$ cat src/rtl/fp_mul_if.sv
// Request/response bundle for fp_mul_core: operands and sideband in, unrounded product and flags out.
interface fp_mul_if;
    logic [31:0] op_a;
    logic [31:0] op_b;
    logic        mode_fp;
    logic        round_mode;
    logic [4:0]  initial_flags;
    logic        start;
    logic        ready_in;
    logic        valid_out;
    logic        ready_out;
    logic        sign_out;
    logic [7:0]  exp_out;
    logic [26:0] mant_out;
    logic [4:0]  flags;
    logic        mode_fp_out;

    modport master (
        output op_a, op_b, mode_fp, round_mode, initial_flags, start, ready_in,
        input  valid_out, ready_out, sign_out, exp_out, mant_out, flags, mode_fp_out
    );

    modport slave (
        input  op_a, op_b, mode_fp, round_mode, initial_flags, start, ready_in,
        output valid_out, ready_out, sign_out, exp_out, mant_out, flags, mode_fp_out
    );
endinterface

$ cat src/rtl/fp_mul_core.sv
// Multi-cycle binary32 multiplier producing an unrounded {hidden, frac, G, R, S} result plus flags.
// Optional FP_MUL_DAZ_EN: subnormal inputs are treated as signed zero (no pre-normalization).
module fp_mul_core #(
    parameter int unsigned EXP  = 8,
    parameter int unsigned FRAC = 23,
    parameter int unsigned BIAS = 127
) (
    input logic     clk,
    input logic     rst_n,
    fp_mul_if.slave bus
);
    localparam int unsigned W   = 1 + EXP + FRAC;
    localparam int unsigned MW  = FRAC + 1;
    localparam int unsigned PW  = 2 * MW;
    localparam int unsigned EW  = EXP + 3;
    localparam int unsigned OW  = MW + 3;
    localparam int unsigned FLW = 5;
    localparam logic signed [EW-1:0] EMAX  = EW'((1 << EXP) - 1);
    localparam logic signed [EW-1:0] EZERO = '0;

    typedef enum logic [1:0] {S_IDLE, S_MUL, S_NORM, S_DONE} state_t;

    state_t                 state_q, state_d;
    logic [W-1:0]           a_q, a_d, b_q, b_d;
    logic                   mode_q, mode_d, rm_q, rm_d;
    logic [FLW-1:0]         ifl_q, ifl_d;
    logic [PW-1:0]          prod_q, prod_d;
    logic signed [EW-1:0]   esum_q, esum_d;
    logic                   sign_q, sign_d, valid_q, valid_d, ready_q, ready_d;
    logic [EXP-1:0]         exp_q, exp_d;
    logic [OW-1:0]          mant_q, mant_d;
    logic [FLW-1:0]         flags_q, flags_d;

`ifndef FP_MUL_DAZ_EN
    localparam int unsigned LZW = $clog2(MW + 1);

    function automatic logic [LZW-1:0] lzc(input logic [MW-1:0] m);
        logic found;
        lzc   = '0;
        found = 1'b0;
        for (int i = MW - 1; i >= 0; i--) begin
            if (!found) begin
                if (m[i]) found = 1'b1;
                else      lzc   = lzc + LZW'(1);
            end
        end
    endfunction
`endif

    // Significand with hidden bit at MSB and biased exponent; subnormals are left-justified.
    function automatic void unpack(input logic [W-1:0] x, output logic [MW-1:0] m,
                                   output logic signed [EW-1:0] e);
        logic [EXP-1:0]  ef;
        logic [FRAC-1:0] ff;
        ef = x[W-2:FRAC];
        ff = x[FRAC-1:0];
        if (|ef) begin
            m = {1'b1, ff};
            e = EW'(ef);
        end else begin
`ifdef FP_MUL_DAZ_EN
            m = '0;
            e = '0;
`else
            m = {1'b0, ff} << lzc({1'b0, ff});
            e = EW'(1) - EW'(lzc({1'b0, ff}));
`endif
        end
    endfunction

    function automatic void classify(input logic [W-1:0] x, output logic nan, output logic snan,
                                     output logic inf, output logic zero);
        logic [EXP-1:0]  ef;
        logic [FRAC-1:0] ff;
        ef   = x[W-2:FRAC];
        ff   = x[FRAC-1:0];
        nan  = (&ef) && (|ff);
        snan = nan && !ff[FRAC-1];
        inf  = (&ef) && !(|ff);
`ifdef FP_MUL_DAZ_EN
        zero = ~|ef;
`else
        zero = ~|ef && ~|ff;
`endif
    endfunction

    logic [MW-1:0]        ma, mb, top;
    logic signed [EW-1:0] ea, eb, e_n;
    logic                 a_nan, a_snan, a_inf, a_zero, b_nan, b_snan, b_inf, b_zero;
    logic                 renorm, g, r, s, inv_zero;
    logic                 res_sign;
    logic [EXP-1:0]       res_exp;
    logic [OW-1:0]        res_mant;
    logic [FLW-1:0]       res_flags;

    // Result datapath: unpack in MUL, normalize and resolve specials in NORM.
    always_comb begin
        unpack(a_q, ma, ea);
        unpack(b_q, mb, eb);
        classify(a_q, a_nan, a_snan, a_inf, a_zero);
        classify(b_q, b_nan, b_snan, b_inf, b_zero);

        renorm   = prod_q[PW-1];
        top      = renorm ? prod_q[PW-1 -: MW] : prod_q[PW-2 -: MW];
        g        = renorm ? prod_q[PW-MW-1] : prod_q[PW-MW-2];
        r        = renorm ? prod_q[PW-MW-2] : prod_q[PW-MW-3];
        s        = renorm ? |prod_q[PW-MW-3:0] : |prod_q[PW-MW-4:0];
        e_n      = esum_q + EW'(renorm);
        inv_zero = (a_inf && b_zero) || (b_inf && a_zero);

        res_sign  = a_q[W-1] ^ b_q[W-1];
        res_exp   = '0;
        res_mant  = '0;
        res_flags = '0;
        if (a_nan || b_nan || inv_zero) begin
            res_sign     = 1'b0;
            res_exp      = '1;
            res_mant     = {2'b11, (OW-2)'(0)};
            res_flags[4] = a_snan || b_snan || inv_zero;
        end else if (a_inf || b_inf) begin
            res_exp = '1;
        end else if (a_zero || b_zero) begin
            res_exp = '0;
        end else if (e_n >= EMAX) begin
            res_flags = 5'b00101;
            if (rm_q) begin
                res_exp  = {{(EXP-1){1'b1}}, 1'b0};
                res_mant = {{MW{1'b1}}, 3'b000};
            end else begin
                res_exp = '1;
            end
        end else if (e_n <= EZERO) begin
            res_flags = 5'b00011;
        end else begin
            res_exp      = e_n[EXP-1:0];
            res_mant     = {top, g, r, s};
            res_flags[0] = g | r | s;
        end
    end

    always_comb begin
        state_d = state_q;
        a_d     = a_q;
        b_d     = b_q;
        mode_d  = mode_q;
        rm_d    = rm_q;
        ifl_d   = ifl_q;
        prod_d  = prod_q;
        esum_d  = esum_q;
        sign_d  = sign_q;
        exp_d   = exp_q;
        mant_d  = mant_q;
        flags_d = flags_q;
        valid_d = valid_q;
        ready_d = ready_q;
        case (state_q)
            S_IDLE: if (bus.start) begin
                a_d     = bus.op_a;
                b_d     = bus.op_b;
                mode_d  = bus.mode_fp;
                rm_d    = bus.round_mode;
                ifl_d   = bus.initial_flags;
                ready_d = 1'b0;
                state_d = S_MUL;
            end
            S_MUL: begin
                prod_d  = PW'(ma) * PW'(mb);
                esum_d  = ea + eb - EW'(BIAS);
                state_d = S_NORM;
            end
            S_NORM: begin
                sign_d  = res_sign;
                exp_d   = res_exp;
                mant_d  = res_mant;
                flags_d = res_flags | ifl_q;
                valid_d = 1'b1;
                state_d = S_DONE;
            end
            S_DONE: if (bus.ready_in) begin
                valid_d = 1'b0;
                ready_d = 1'b1;
                state_d = S_IDLE;
            end
            default: state_d = S_IDLE;
        endcase
    end

    // rst_n is active-high despite its name.
    always_ff @(posedge clk or posedge rst_n) begin
        if (rst_n) begin
            state_q <= S_IDLE;
            a_q     <= '0;
            b_q     <= '0;
            mode_q  <= 1'b0;
            rm_q    <= 1'b0;
            ifl_q   <= '0;
            prod_q  <= '0;
            esum_q  <= '0;
            sign_q  <= 1'b0;
            exp_q   <= '0;
            mant_q  <= '0;
            flags_q <= '0;
            valid_q <= 1'b0;
            ready_q <= 1'b1;
        end else begin
            state_q <= state_d;
            a_q     <= a_d;
            b_q     <= b_d;
            mode_q  <= mode_d;
            rm_q    <= rm_d;
            ifl_q   <= ifl_d;
            prod_q  <= prod_d;
            esum_q  <= esum_d;
            sign_q  <= sign_d;
            exp_q   <= exp_d;
            mant_q  <= mant_d;
            flags_q <= flags_d;
            valid_q <= valid_d;
            ready_q <= ready_d;
        end
    end

    assign bus.valid_out   = valid_q;
    assign bus.ready_out   = ready_q;
    assign bus.sign_out    = sign_q;
    assign bus.exp_out     = exp_q;
    assign bus.mant_out    = mant_q;
    assign bus.flags       = flags_q;
    assign bus.mode_fp_out = mode_q;
endmodule

$ cat src/flat_wrapper.sv
// flat-port wrapper written by rule: the top's interface ports become plain ports
module fp_mul_core_flat 
#(
    parameter int unsigned EXP  = 8,
    parameter int unsigned FRAC = 23,
    parameter int unsigned BIAS = 127
)
  (clk, rst_n, bus_op_a, bus_op_b, bus_mode_fp, bus_round_mode, bus_initial_flags, bus_start, bus_ready_in, bus_valid_out, bus_ready_out, bus_sign_out, bus_exp_out, bus_mant_out, bus_flags, bus_mode_fp_out);
  fp_mul_if bus_i ();
  input logic clk;
  input logic rst_n;
  input wire logic [$bits(bus_i.op_a)-1:0] bus_op_a;
  input wire logic [$bits(bus_i.op_b)-1:0] bus_op_b;
  input wire logic [$bits(bus_i.mode_fp)-1:0] bus_mode_fp;
  input wire logic [$bits(bus_i.round_mode)-1:0] bus_round_mode;
  input wire logic [$bits(bus_i.initial_flags)-1:0] bus_initial_flags;
  input wire logic [$bits(bus_i.start)-1:0] bus_start;
  input wire logic [$bits(bus_i.ready_in)-1:0] bus_ready_in;
  output wire logic [$bits(bus_i.valid_out)-1:0] bus_valid_out;
  output wire logic [$bits(bus_i.ready_out)-1:0] bus_ready_out;
  output wire logic [$bits(bus_i.sign_out)-1:0] bus_sign_out;
  output wire logic [$bits(bus_i.exp_out)-1:0] bus_exp_out;
  output wire logic [$bits(bus_i.mant_out)-1:0] bus_mant_out;
  output wire logic [$bits(bus_i.flags)-1:0] bus_flags;
  output wire logic [$bits(bus_i.mode_fp_out)-1:0] bus_mode_fp_out;
  assign bus_i.op_a = bus_op_a;
  assign bus_i.op_b = bus_op_b;
  assign bus_i.mode_fp = bus_mode_fp;
  assign bus_i.round_mode = bus_round_mode;
  assign bus_i.initial_flags = bus_initial_flags;
  assign bus_i.start = bus_start;
  assign bus_i.ready_in = bus_ready_in;
  assign bus_valid_out = bus_i.valid_out;
  assign bus_ready_out = bus_i.ready_out;
  assign bus_sign_out = bus_i.sign_out;
  assign bus_exp_out = bus_i.exp_out;
  assign bus_mant_out = bus_i.mant_out;
  assign bus_flags = bus_i.flags;
  assign bus_mode_fp_out = bus_i.mode_fp_out;
  fp_mul_core #(.EXP(EXP), .FRAC(FRAC), .BIAS(BIAS)) u_core (.clk(clk), .rst_n(rst_n), .bus(bus_i));
endmodule
$ cat config.mk
export PLATFORM = sky130hd
export DESIGN_NAME = fp_mul_core_flat
export DESIGN_NICKNAME = d
export VERILOG_FILES = /design/src/rtl/fp_mul_if.sv /design/src/rtl/fp_mul_core.sv /design/src/flat_wrapper.sv
export SDC_FILE = /design/constraint.sdc
export NUM_CORES = 2
export LEC_CHECK = 0
export ABC_CLOCK_PERIOD_IN_PS = 52300
export CORE_MARGIN = 5
export CORE_UTILIZATION = 50
export CTS_CLUSTER_SIZE = 20
export DETAILED_ROUTE_END_ITERATION = 16
export DONT_BUFFER_PORTS = 1
export PLACE_DENSITY_LB_ADDON = 0.3
export REMOVE_ABC_BUFFERS = 1
export SLEW_MARGIN = 0
export SYNTH_ARGS = -nofsm -noshare
export SYNTH_HDL_FRONTEND = slang
export SYNTH_SLANG_ARGS = --single-unit
$ cat constraint.sdc
create_clock -name clk -period 52.3 [get_ports clk]
set_input_delay 10.46 -clock clk [delete_from_list [all_inputs] [get_ports clk]]
set_output_delay 10.46 -clock clk [all_outputs]
set_load 0.005 [all_outputs]
==> run metrics <==
Post-synth EDFFs=0; CTS HTree Levels=4; final worst clock skew=21.8 ps; die height=273 um; worst skew pair latency=roughly 490 ps; Unique masters post-synth=102; status=finished, final reports clean; starting density of the core=0.504; reg2reg end=u_core.prod_q[47]; Post-CTS Resized=0; die area=roughly 74,000 um2; layout cells sized above 1=0.0915; Mapped Cells=4,004; final setup fails=0; clk sinks=175; unrepaired setup endpoints after global routing=false; ANT nets after route=0; synthesis-stage register bit count=175; post-CTS setup buffers=0; Rows=96; RePlAce Congestion=around 0.95; Main synth FF type=dfrtp_1; crit-path max FO=32; met1 WL=about 40 mm; largest net degree at the start of global routing=67; Max Root-Sink Buffers=2; post-layout util=0.526; crit start category=flip-flop; Crit Path Category=flip-flop to flip-flop; f_max=~41 MHz; Setup crit end=u_core.prod_q[47]; DRT Pass-1 Iters=6; setup TNS=0 ps; Reg2Reg Setup Slack=28,110 ps; leading cell type in the layout, fill and taps excluded=inv_1; DRT Wirelength=between 100 and 150 mm; worst slew pin tran=1290 ps; GR Overflow Total=0; MaxCap Viol Count=0; R2R depth=112; placed cells=4,779; commonest non-fill, non-tap cells in the layout=623 x inv_1, 483 x fa_1, 393 x nor2_1; FF-to-FF Start=u_core.b_q[22]; Seq/Total Area, Yosys=0.127; synthesized area per cell=8.63 um2; initial antenna violation count=3; Hold Crit Class=flip-flop to flip-flop; Synth Warn #=0; cell area after synthesis=34,600 um2; Highest Signal Layer=met5; DR WL/cell=roughly 21 um; drt initial violations=2,254; Worst Setup SP=u_core.b_q[22]; slowest CP cell=a22o_1; worst path arrival time=~25,000 ps; via count=28,500; CP dominant cell by count=ha_1; non-filler cells, final=4,813; Slew Viols, Final=0; I/O Buffers=0; GRT Total Usage=0.278; period utilization=0.463; met2 routed WL=47.0 mm; NumNets Final=about 4,700; vias per cell=5.93; CTS tree=built; Num CTS Buffers=17; Clock transition at path regs=80 ps; Slew headroom=0.138; CP endpoint kind=flip-flop; I/O pins=119; WP data required=52,670 ps; cts-stage hold buffer count=0; die width=273 um; DP Wirelength=77.6 mm; total core area=68,600 um2; global-route wire length before repair=164 mm; min Tclk post-route=roughly 24,000 ps; Final Hold Fails=0; area grow syn2layout=4.31%; fill count=about 6,500; Crit path largest cell delay=840 ps; Root Driver=clkbuf_16; Post-synth ARST share=1.00; vias in the first global route=a little under 30,000; drt drc=0; met3 WL=~8.5 mm
## cell families after synthesis
| family | Yosys count | share of synthesized area |
|---|---|---|
| xor gates and xnor gates | 135 | 0.0386 |
| AOI/OAI and AO/OA | 668 | 0.127 |
| DFF | 175 | 0.127 |
| buffers and inverters | 849 | 0.0950 |
| other | 1 | 0.000109 |
| muxes | 272 | 0.0847 |
| adders and majority gates | 731 | 0.369 |
| and+or+nand+nor | 1173 | 0.159 |
## through the flow
step / hold slack (ps) / worst slack (ps) / cell area [um2]
2_1_floorplan: 453 / 29650 / 33600
3_3_place_gp: 492 / 28160 / 35500
3_5_place_dp: 493 / 28330 / 35500
4_1_cts: 512 / 28280 / 36000
5_1_grt: 526 / 26320 / 36000
6_report: 508 / 28110 / 36000
## synthesized netlist by cell type, drive strengths merged, types with 9 or more instances
library cell	count	area share
ha	239	0.087
mux2	162	0.053
mux2i	110	0.032
o31a	11	0.0028
buf	74	0.011
clkbuf	151	0.016
a21o	64	0.014
dfrtp	174	0.13
nor3b	9	0.0021
nor2	397	0.044
o21bai	22	0.0049
nor3	46	0.0068
nand2	346	0.038
nor4	22	0.0052
and2	41	0.0075
nand4	18	0.0033
xnor3	10	0.0065
or2	32	0.0058
a21oi	226	0.033
a22o	9	0.0023
a211o	13	0.0033
maj3	9	0.0026
or3	32	0.0059
nand2b	68	0.012
o31ai	13	0.0034
a22oi	16	0.0035
nand3	73	0.011
a21boi	10	0.0022
a21bo	10	0.0029
o22ai	31	0.0056
inv	624	0.068
a2111oi	9	0.0029
o21a	13	0.0028
o21ai	108	0.016
fa	483	0.28
a211oi	21	0.0052
xnor2	87	0.022
and3	20	0.0036
xor2	38	0.0098
nor2b	49	0.0089
a31oi	23	0.0042
## layout make-up
cell class | count | area [um2] | share of cell area
Clock buffer | 18 | 429 | 0.0119
Tap cell | 931 | 1160 | 0.0323
Sequential cell | 175 | 4380 | 0.122
Inverter | 624 | 2350 | 0.0652
Clock inverter | 14 | 148 | 0.00410
Multi-Input combinational cell | 2981 | 27100 | 0.751
Antenna cell | 2 | 5.00 | 0.000139
Timing Repair Buffer | 68 | 510 | 0.0142
## routing by layer
metal  track usage  vias to the layer above
li1              -                    12800
met2         0.453                     1195
met4         0.133                        2
met5             0                        -
met3        0.0619                      323
met1         0.352                    14200
## worst max-delay path: cells and delay by family, from the launching register on
kind	cells	cell delay, ps
fa+ha+maj	29	10570
compound gates	38	7800
mux	11	2110
simple gates	21	1840
buf+inv	11	950
flops	1	620
xor+xnor	2	180
## sequential cells by signal (all words and copies together) (netlist names)
signal / count
u_core.a_q: 32
u_core.b_q: 32
u_core.bus.exp_out: 8
u_core.bus.flags: 5
u_core.bus.mant_out: 27
u_core.bus.mode_fp_out: 1
u_core.bus.ready_out: 1
u_core.bus.sign_out: 1
u_core.bus.valid_out: 1
u_core.esum_q: 11
u_core.ifl_q: 5
u_core.prod_q: 48
u_core.rm_q: 1
u_core.state_q: 2
## worst min-delay path by stage
stage,cells past startpoint,from,end
2_1_floorplan,2,u_core.prod_q[0],u_core.prod_q[0]
3_3_place_gp,1,u_core.prod_q[7],u_core.prod_q[7]
3_5_place_dp,1,u_core.ifl_q[3],u_core.bus.flags[3]
4_1_cts,1,u_core.ifl_q[3],u_core.ifl_q[3]
5_1_grt,1,u_core.prod_q[3],u_core.prod_q[3]
6_report,1,u_core.ifl_q[3],u_core.ifl_q[3]
Power is left out: the tool's default activity adds up to more than one toggle a clock period on the data nets, which glitch-free logic cannot reach.
